==> src/rtl/cosim_loopback_buffer.sv <==
// Loopback echo buffer: messages received from a co-simulation endpoint are queued
// in a small FIFO and sent back, optionally bit-inverted, with one cycle of latency.
module cosim_loopback_buffer #(
  parameter int unsigned WIDTH = 32'd192,
  parameter int unsigned DEPTH = 32'd4,
  parameter int unsigned MODE  = 32'd0,
  parameter int unsigned CNT_W = 32'd32
) (
  input  logic                       clk,
  input  logic                       rst,
  input  logic                       DataOutValid,
  output logic                       DataOutReady,
  input  logic [WIDTH-1:0]           DataOut,
  output logic                       DataInValid,
  input  logic                       DataInReady,
  output logic [WIDTH-1:0]           DataIn,
  output logic [CNT_W-1:0]           RecvCount,
  output logic [CNT_W-1:0]           SentCount,
  output logic [$clog2(DEPTH+1)-1:0] Occupancy
);

  localparam int unsigned PTR_W = $clog2(DEPTH);
  localparam int unsigned OCC_W = $clog2(DEPTH + 32'd1);

  logic [WIDTH-1:0] mem_r [DEPTH];
  logic [PTR_W-1:0] wrPtr_r;
  logic [PTR_W-1:0] rdPtr_r;
  logic [OCC_W-1:0] occ_r;
  logic [CNT_W-1:0] recvCnt_r;
  logic [CNT_W-1:0] sentCnt_r;

  logic             push_s;
  logic             pop_s;
  logic [OCC_W-1:0] occNext_s;

  function automatic logic [WIDTH-1:0] echoXform(input logic [WIDTH-1:0] v);
    if (MODE == 32'd1) begin
      echoXform = ~v;
    end else begin
      echoXform = v;
    end
  endfunction

  // Ready and valid depend only on registered occupancy, never on the far side's handshake.
  assign DataOutReady = (occ_r != OCC_W'(DEPTH));
  assign DataInValid  = (occ_r != {OCC_W{1'b0}});
  assign DataIn       = echoXform(mem_r[rdPtr_r]);
  assign RecvCount    = recvCnt_r;
  assign SentCount    = sentCnt_r;
  assign Occupancy    = occ_r;

  assign push_s = DataOutValid && DataOutReady;
  assign pop_s  = DataInValid && DataInReady;

  // Occupancy next-state from the push/pop pair.
  always_comb begin
    occNext_s = occ_r;
    case ({push_s, pop_s})
      2'b10:   occNext_s = occ_r + OCC_W'(1);
      2'b01:   occNext_s = occ_r - OCC_W'(1);
      default: occNext_s = occ_r;
    endcase
  end

  // Control state: pointers, occupancy and message counters; reset drops any handshake.
  always_ff @(posedge clk) begin
    if (rst) begin
      wrPtr_r   <= {PTR_W{1'b0}};
      rdPtr_r   <= {PTR_W{1'b0}};
      occ_r     <= {OCC_W{1'b0}};
      recvCnt_r <= {CNT_W{1'b0}};
      sentCnt_r <= {CNT_W{1'b0}};
    end else begin
      occ_r <= occNext_s;
      if (push_s) begin
        wrPtr_r   <= wrPtr_r + PTR_W'(1);
        recvCnt_r <= recvCnt_r + CNT_W'(1);
      end
      if (pop_s) begin
        rdPtr_r   <= rdPtr_r + PTR_W'(1);
        sentCnt_r <= sentCnt_r + CNT_W'(1);
      end
    end
  end

  // Payload storage, written only on an accepted push; contents need no reset.
  always_ff @(posedge clk) begin
    if (push_s && !rst) begin
      mem_r[wrPtr_r] <= DataOut;
    end
  end

endmodule

==> config.mk <==
export PLATFORM = sky130hd
export DESIGN_NAME = cosim_loopback_buffer
export DESIGN_NICKNAME = d
export VERILOG_FILES = /design/src/rtl/cosim_loopback_buffer.sv
export SDC_FILE = /design/constraint.sdc
export NUM_CORES = 1
export LEC_CHECK = 0
export ABC_CLOCK_PERIOD_IN_PS = 19600
export CORE_ASPECT_RATIO = 0.9
export CORE_MARGIN = 1
export CORE_UTILIZATION = 45
export CTS_CLUSTER_DIAMETER = 30
export DETAILED_ROUTE_END_ITERATION = 10
export PLACE_DENSITY = 0.71
export SLEW_MARGIN = 20
export SYNTH_ARGS = -nofsm -noshare
export SYNTH_HDL_FRONTEND = slang
export SYNTH_SLANG_ARGS = --single-unit
export TNS_END_PERCENT = 100
==> constraint.sdc <==
create_clock -name clk -period 19.6 [get_ports clk]
set_input_delay 3.92 -clock clk [delete_from_list [all_inputs] [get_ports clk]]
set_output_delay 3.92 -clock clk [all_outputs]
set_load 0.1 [all_outputs]
# [Word-level counts from Yosys, hierarchy flattened]
# Memories as Yosys holds them, arrays and structs flattened. A register that Yosys moved wholly into a read port is not among the register bits.
# Cells that the tools add are included.
[classes] reduce_logical=6 addsub=6 n_eq_ne=3 mux=5
[op_table] cell="adder 32 x 1 -> 32 bit (second input constant)" n=2
[op_table] cell="one-hot mux 3 bit (2 select lines)" n=1
[op_table] cell="adder 2 x 1 -> 2 bit (second input constant)" n=2
[op_table] cell="two-way mux 2 bit" n=2
[op_table] cell="adder 3 x 1 -> 3 bit (second input constant)" n=1
[op_table] cell="logical AND 1 bit" n=3
[op_table] cell="inequality test 3 bit (second input constant)" n=1
[op_table] cell="nonzero test 3 bit" n=1
[op_table] cell="subtractor 3 x 1 -> 3 bit (second input constant)" n=1
[op_table] cell="== test 2 x 1 -> 1 bit (second input constant)" n=1
[op_table] cell="== test 2 bit (second input constant)" n=1
[op_table] cell="two-way mux 1 bit" n=2
[op_table] cell="nonzero test 2 bit" n=1
[op_table] cell="zero test 1 bit" n=1
[totals] mem_count=1 register_bits=71 word_cells=26 mem_bits_rw=768 output_inout_bits=261
[memory_table] memory="mem_r" depth=4 width=192 read_ports=1 rd_clocked_by_memory_dff=1 write_ports=1 line_no="25" text="logic [WIDTH-1:0] mem_r [DEPTH];"

# [Logic depth before layout (Yosys ltp)]
# Gate-level depths: netlist of the first run.
[logic_depth] depth_word=5 depth_mapped=10

# [Worst setup path after synthesis of the first run]
# OpenSTA, ideal clock, no wires.
[synth_timing] path_kind="input port to flip-flop" from="input port rst" to="memory mem_r[0][0] in the netlist's numbering (enable)" path_buffers=2 required_ns=18.581 path_stages=3 setup_slack_ns=0.313 setup_ns=1.019 t_arrival_ns=18.268 path_cell_list="clkbuf_1 clkbuf_1 nor3b_1"
[synth_via] elab_chain_cells=4
[synth_rtl] element="start, declared" line_no="10" text="input logic rst,"
[synth_rtl] element="zero test 1 bit" line_no="88" text="if (push_s && !rst) begin"
[synth_rtl] element="logical AND 1 bit" line_no="88"
[synth_rtl] element="two-way mux 1 bit" line_no="88"
[synth_rtl] element="two-way mux 1 bit (not written as such)" line_no="89" text="mem_r[wrPtr_r] <= DataOut;"
[synth_rtl] element="end, declared" line_no="25"
# No other way between the ends.

==> results of run 1 <==
through the flow:
| step | power [mW] | area, sq um | cells | setup WS, ns | hold WS (ns) |
|---|---|---|---|---|---|
| 2_1_floorplan | 3.85 | 31200 | 1429 | 0.313 | 0.469 |
| 3_3_place_gp | 4.28 | 36800 | 2768 | 11.34 | 0.461 |
| 3_5_place_dp | 4.29 | 36800 | 2768 | 11.35 | 0.483 |
| 4_1_cts | 6.65 | 41400 | 3021 | 10.61 | 0.488 |
| 5_1_grt | 6.78 | 41400 | 3025 | 10.71 | 0.521 |
| 6_report | 6.58 | 41400 | 3026 | 11.13 | 0.482 |
layout make-up:
class / instances / area [sq um] / share of cell area (%)
Antenna cell: 5 / 12.5 / 0.0302
Timing Repair Buffer: 480 / 4740 / 11.4
Clock buffer: 165 / 3700 / 8.94
Inverter: 14 / 52.6 / 0.127
Tap cell: 930 / 1160 / 2.81
Multi-Input combinational cell: 503 / 6310 / 15.2
Sequential cell: 841 / 24500 / 59.2
Clock inverter: 88 / 912 / 2.20
registers in the layout, summed over array words and instances, names as in the netlist, named ones only:
| name | cells |
|---|---|
| Occupancy | 3 |
| rdPtr_r | 2 |
| RecvCount | 32 |
| SentCount | 32 |
| wrPtr_r | 2 |
| mem_r | 768 |
worst max-delay path, cell delays in order, from the launching register on:
cell and delay (ns):
dfxtp_4 0.66, buf_4 0.82, buf_6 0.67, mux4_2 0.60
clkdlybuf4s50_1 1.01
power by group through the flow:
stage	clock, mW	sequential, mW	combinational, mW
after floorplan	0	2.19	1.65
after global placement	0	2.14	2.14
after detailed placement	0	2.15	2.14
after CTS	2.38	2.12	2.15
after global routing	2.46	2.12	2.20
final	2.34	2.11	2.13
cells by family (layout without fill, tap and decap cells):
family                   after synthesis  in the layout  share of synthesized area [%]
flip-flops                           841            841                           78.7
multiplexers                         198            198                           14.1
AND/OR/NAND/NOR                      188            188                           3.52
AO/OA/AOI/OAI                         89             89                           1.68
buffers and inverters                 85            747                           1.16
XOR/XNOR                              20             20                          0.562
adder cells (fa/ha/maj)                8              8                          0.345
other                                  0              5                              0
routing by layer:
layer,vias up,track usage (%),routed length (microns)
li1,7167,-,-
met1,8287,24.4,26400
met5,-,0,48
met3,145,6.21,5460
met2,615,29.3,32400
met4,6,7.60,1940
how the worst max path moves through the flow:
| stage | startpoint | to | cells past startpoint |
|---|---|---|---|
| 2_1_floorplan | rst | mem_r[0][0] | 3 |
| 3_3_place_gp | flop | DataIn[82] | 4 |
| 3_5_place_dp | flop | DataIn[38] | 4 |
| 4_1_cts | flop | DataIn[38] | 4 |
| 5_1_grt | flop | DataIn[140] | 4 |
| 6_report | flop | DataIn[140] | 4 |
placed cells by master (no fill, tap or decap), drive strengths merged, types with 8 or more instances in the layout:
master / n
nand2: 27
xor2: 12
a21oi: 46
clkinvlp: 18
or4: 33
clkinv: 46
clkbuf: 165
mux4: 192
nand3: 20
and4: 12
o21ai: 12
clkdlybuf4s50: 455
nand4: 20
or3: 17
buf: 25
inv: 28
edfxtp: 768
nor2: 28
bufinv: 10
xnor2: 8
dfxtp: 73
o31ai: 31
==> flow_summary.toml, run 1 <==
[outcome]
status = "finished, final reports clean"

[yosys]
yosysUniqueCellTypes = 34
yosys.cell_count.top_type = "edfxtp_1"
synth_area_leaders = "edfxtp_1, mux4_2, dfxtp_1"
ys_async_sr_fraction_pct = 0
netlist_top_cells_count = "edfxtp_1, mux4_2, dfxtp_1"
synth_top_area_share_pct = 74.0
syn_avg_cell_area_sq_um = 21.8
syn_inst = 1429
synth_nets = 1633
synth_seq_cells = 841
synthFlopType = "edfxtp_1"
synth_edf_count = 768
netlist_area_sq_um = 31200
yosysSeqAreaShare_pct = 78.7
yosys.area.top_type = "edfxtp_1"
yosys_warnings = 0

[route]
drt-total-wl_microns = 66200
drc = 0
via_count = 16200
vias_per_cell = 5.36
first_pass_iters = 5
ant_nets = 0
detail_route.wl_per_cell_microns = 21.9
drtIter0Drc = 1122

[sta]
max_freq_mhz = 118
period_share_pct = 43.2
finalCriticalPeriod_ns = 8.47
rsz0062_at_grt = "no"
slew_headroom_pct = 25.2
setup_violations = 0
maxSlewViolCount = 0
final_hold_viol_count = 0
tightest_slew_ns = 1.12
fin_skew_ns = 0.0357
tns_ns = 0

[setup_path]
required_ns = 15.68
r2r_start = "Occupancy[1]"
critPathLaunchType = "flop"
cp-end-kind = "output port"
crit_type = "flop to output port"
worstRegToRegCells = 5
reg2reg_to = "mem_r[0][160]"
cp_max_fo = 52
arrival_ns = 4.55
reg2reg_slack_ns = 15.92

[global_route]
grt.total_usage_pct = 18.8
grt_pass1_wl_microns = 99600
grt_antenna_before_repair = 9
grt_max_degree = 79
grt_pass1_vias = 16900
grt_overflow_total = 0

[layout]
area_growth_pct = 32.9
drive_above_1_share_pct = 21.5
final_nets = 2183
final_core_util_pct = 60.4
fillers = 4779

[clock_tree]
cts.clk_slew.worst_paths_ns = 0.05
cts_resized = 0
post_cts_buffers = 0
clockBufferDepth = 3
cts_tree = "built"
cts_sinks = 841
hold_buffers = 0
clock-root-buffer = "clkbuf_16"
htree_levels = 4
numCtsBuffers = 139
insertion_delay_ns = 0.69

[floorplan]
core.rowCount = 91
die_h_microns = 252
die_area_sq_um = 70300
pin_count = 457
start_util_pct = 45.5
core_area_sq_um = 68500
dieWidth_microns = 279

[placement]
port_buffers = 456
place.gp.congestion = 0.810
hpwl_microns = 39900

[power]
p_leak_nw = 13.1
powerDensity_nw_per_um2 = 159
power.share.clock_pct = 35.5
ir_drop_mv = 0.111
p_int_mw = 4.13
p_sw_mw = 2.45
power_frac_comb_pct = 32.4
sw_frac_of_total_pct = 37.2
p_seq_share_pct = 32.1

[run]
maxCapViolCount = 0

[min_path]
hold_depth = 2
min_to = "RecvCount[31]"
min-delay-start = "RecvCount[31]"
hp-class = "flop to flop"
Note: power is estimated with default switching activity, not from simulation.
==> run 2: changes to the inputs <==
- ABC_CLOCK_PERIOD_IN_PS: 19600 -> 7050
- clock period: 19.6 -> 7.05 ns (I/O delays scaled with it)
==> run 2 against run 1 <==
Effect of this change: die area stayed put; hold slack better by 0.011 ns; combinational power grew to 2.8 times the previous value; sequential cell count stayed put; setup slack worse by 9.3 ns; critical endpoint is now DataIn[55]; largest power group unchanged.
==> flow_summary.toml, run 2 (synthesis results as in run 1) <==
[outcome]
status = "finished, final reports clean"

[layout]
drive_above_1_share_pct = 22.2
area_growth_pct = 34.3
fillers = 4786
final_common_cell = "edfxtp_1"
final_nets = 2175
layout_common_cells = "edfxtp_1, clkdlybuf4s50_1, mux4_2"
design_area_sq_um = 41900
largest_reg_flops = 768
top_register = "mem_r"

[sta]
tns_ns = 0
setup_violations = 0
tightest_slew_ns = 1.10
maxSlewViolCount = 0
fin_skew_ns = 0.0265
final_hold_viol_count = 0
period_share_pct = 73.4
slew_headroom_pct = 26.5
rsz0062_at_grt = "no"
setup_slack_ns = 1.88
max_freq_mhz = 193
finalCriticalPeriod_ns = 5.17

[placement]
place.gp.congestion = 0.799
place_area_sq_um = 36900
port_buffers = 456
hpwl_microns = 38600
pre_cts_slack_ns = 2.47

[clock_tree]
insertion_delay_ns = 0.69
cts.clk_slew.worst_paths_ns = 0.05
cts_sinks = 841
cts_resized = 0
hold_buffers = 0
cts_tree = "built"
post_cts_buffers = 0
numCtsBuffers = 140
clock-root-buffer = "clkbuf_16"
htree_levels = 4
clockBufferDepth = 3

[setup_path]
required_ns = 5.64
arrival_ns = 3.76
crit_type = "flop to output port"
critPathLaunchType = "flop"
cp_max_fo = 57
cp-end-kind = "output port"

[route]
drt-total-wl_microns = 66200
detail_route.wl_per_cell_microns = 21.9
drtIter0Drc = 1057
route.met3.wl_microns = 5740
vias_per_cell = 5.34
top_layer_used = "met5"
wl_met1_microns = 26000
first_pass_iters = 6
via_count = 16100
ant_nets = 0
wl_met2_microns = 33000
drc = 0

[floorplan]
start_util_pct = 45.5
core_area_sq_um = 68500
die_h_microns = 252
die_area_sq_um = 70300
dieWidth_microns = 279
core.rowCount = 91
pin_count = 457

[run]
maxCapViolCount = 0

[power]
p_leak_nw = 13.3
ir_drop_mv = 0.359
powerDensity_nw_per_um2 = 447

[global_route]
grt.total_usage_pct = 18.8
grt_pass1_wl_microns = 100000
grt_antenna_before_repair = 14
grt_overflow_total = 0
grt_pass1_vias = 16800
grt_max_degree = 103

[min_path]
hp-class = "flop to flop"
## run 2: changes by cell type in the layout (fill, tap and decap cells not counted), sizes merged
cell           previous run  this run
clkdlybuf4s50           455       454
clkinv                   46        58
diode                     5         7
inv                      28        36
bufinv                   10        17
clkinvlp                 18        11
clkbuf                  165       151
buf                      25        17
## run 2: worst max-delay path: stages (launching register included)
cell and delay, ns:
dfxtp_4 0.92, buf_12 0.48, mux4_2 0.58, clkdlybuf4s50_1 1.03
## run 2: layout make-up
class	instances	area (sq um)	share of cell area [%]
tap	930	1160	2.78
clock inverter	108	1350	3.21
timing repair buffer	471	4830	11.5
clock buffer	151	3590	8.56
inverter	14	52.6	0.126
sequential	841	24500	58.6
multi-input combinational	503	6340	15.1
antenna	7	17.5	0.0418
## run 2: final timing paths
kind,startpoint,to,slack (ns),cells after the start
worst max-delay path,flop,DataIn[55],1.88,3
worst min-delay path,wrPtr_r[1],wrPtr_r[1],0.49,2
worst max register to register,Occupancy[2],Occupancy[2],3.85,8
worst min register to register,wrPtr_r[1],wrPtr_r[1],0.49,2
## run 2: report_power, final
group / internal, mW / switching, mW
clock: 4.41 / 2.48
combinational: 1.62 / 4.32
sequential: 5.74 / 0.160
## run 2: through the flow
step           hold WS [ns]  total power, mW  instances  utilization, %
3_3_place_gp          0.466             11.9       2759            53.9
3_5_place_dp          0.487             12.0       2759            53.9
2_1_floorplan         0.469             10.6       1429               -
4_1_cts               0.495             18.9       3018            61.1
6_report              0.493             18.7       3025            61.1
5_1_grt               0.524             19.3       3023            61.1
## run 2: per-layer routing
layer | vias to the layer above | global-route usage (%)
met5 | - | 0
met4 | 16 | 6.37
met3 | 118 | 7.10
met2 | 564 | 30.2
met1 | 8283 | 23.7
li1 | 7158 | -
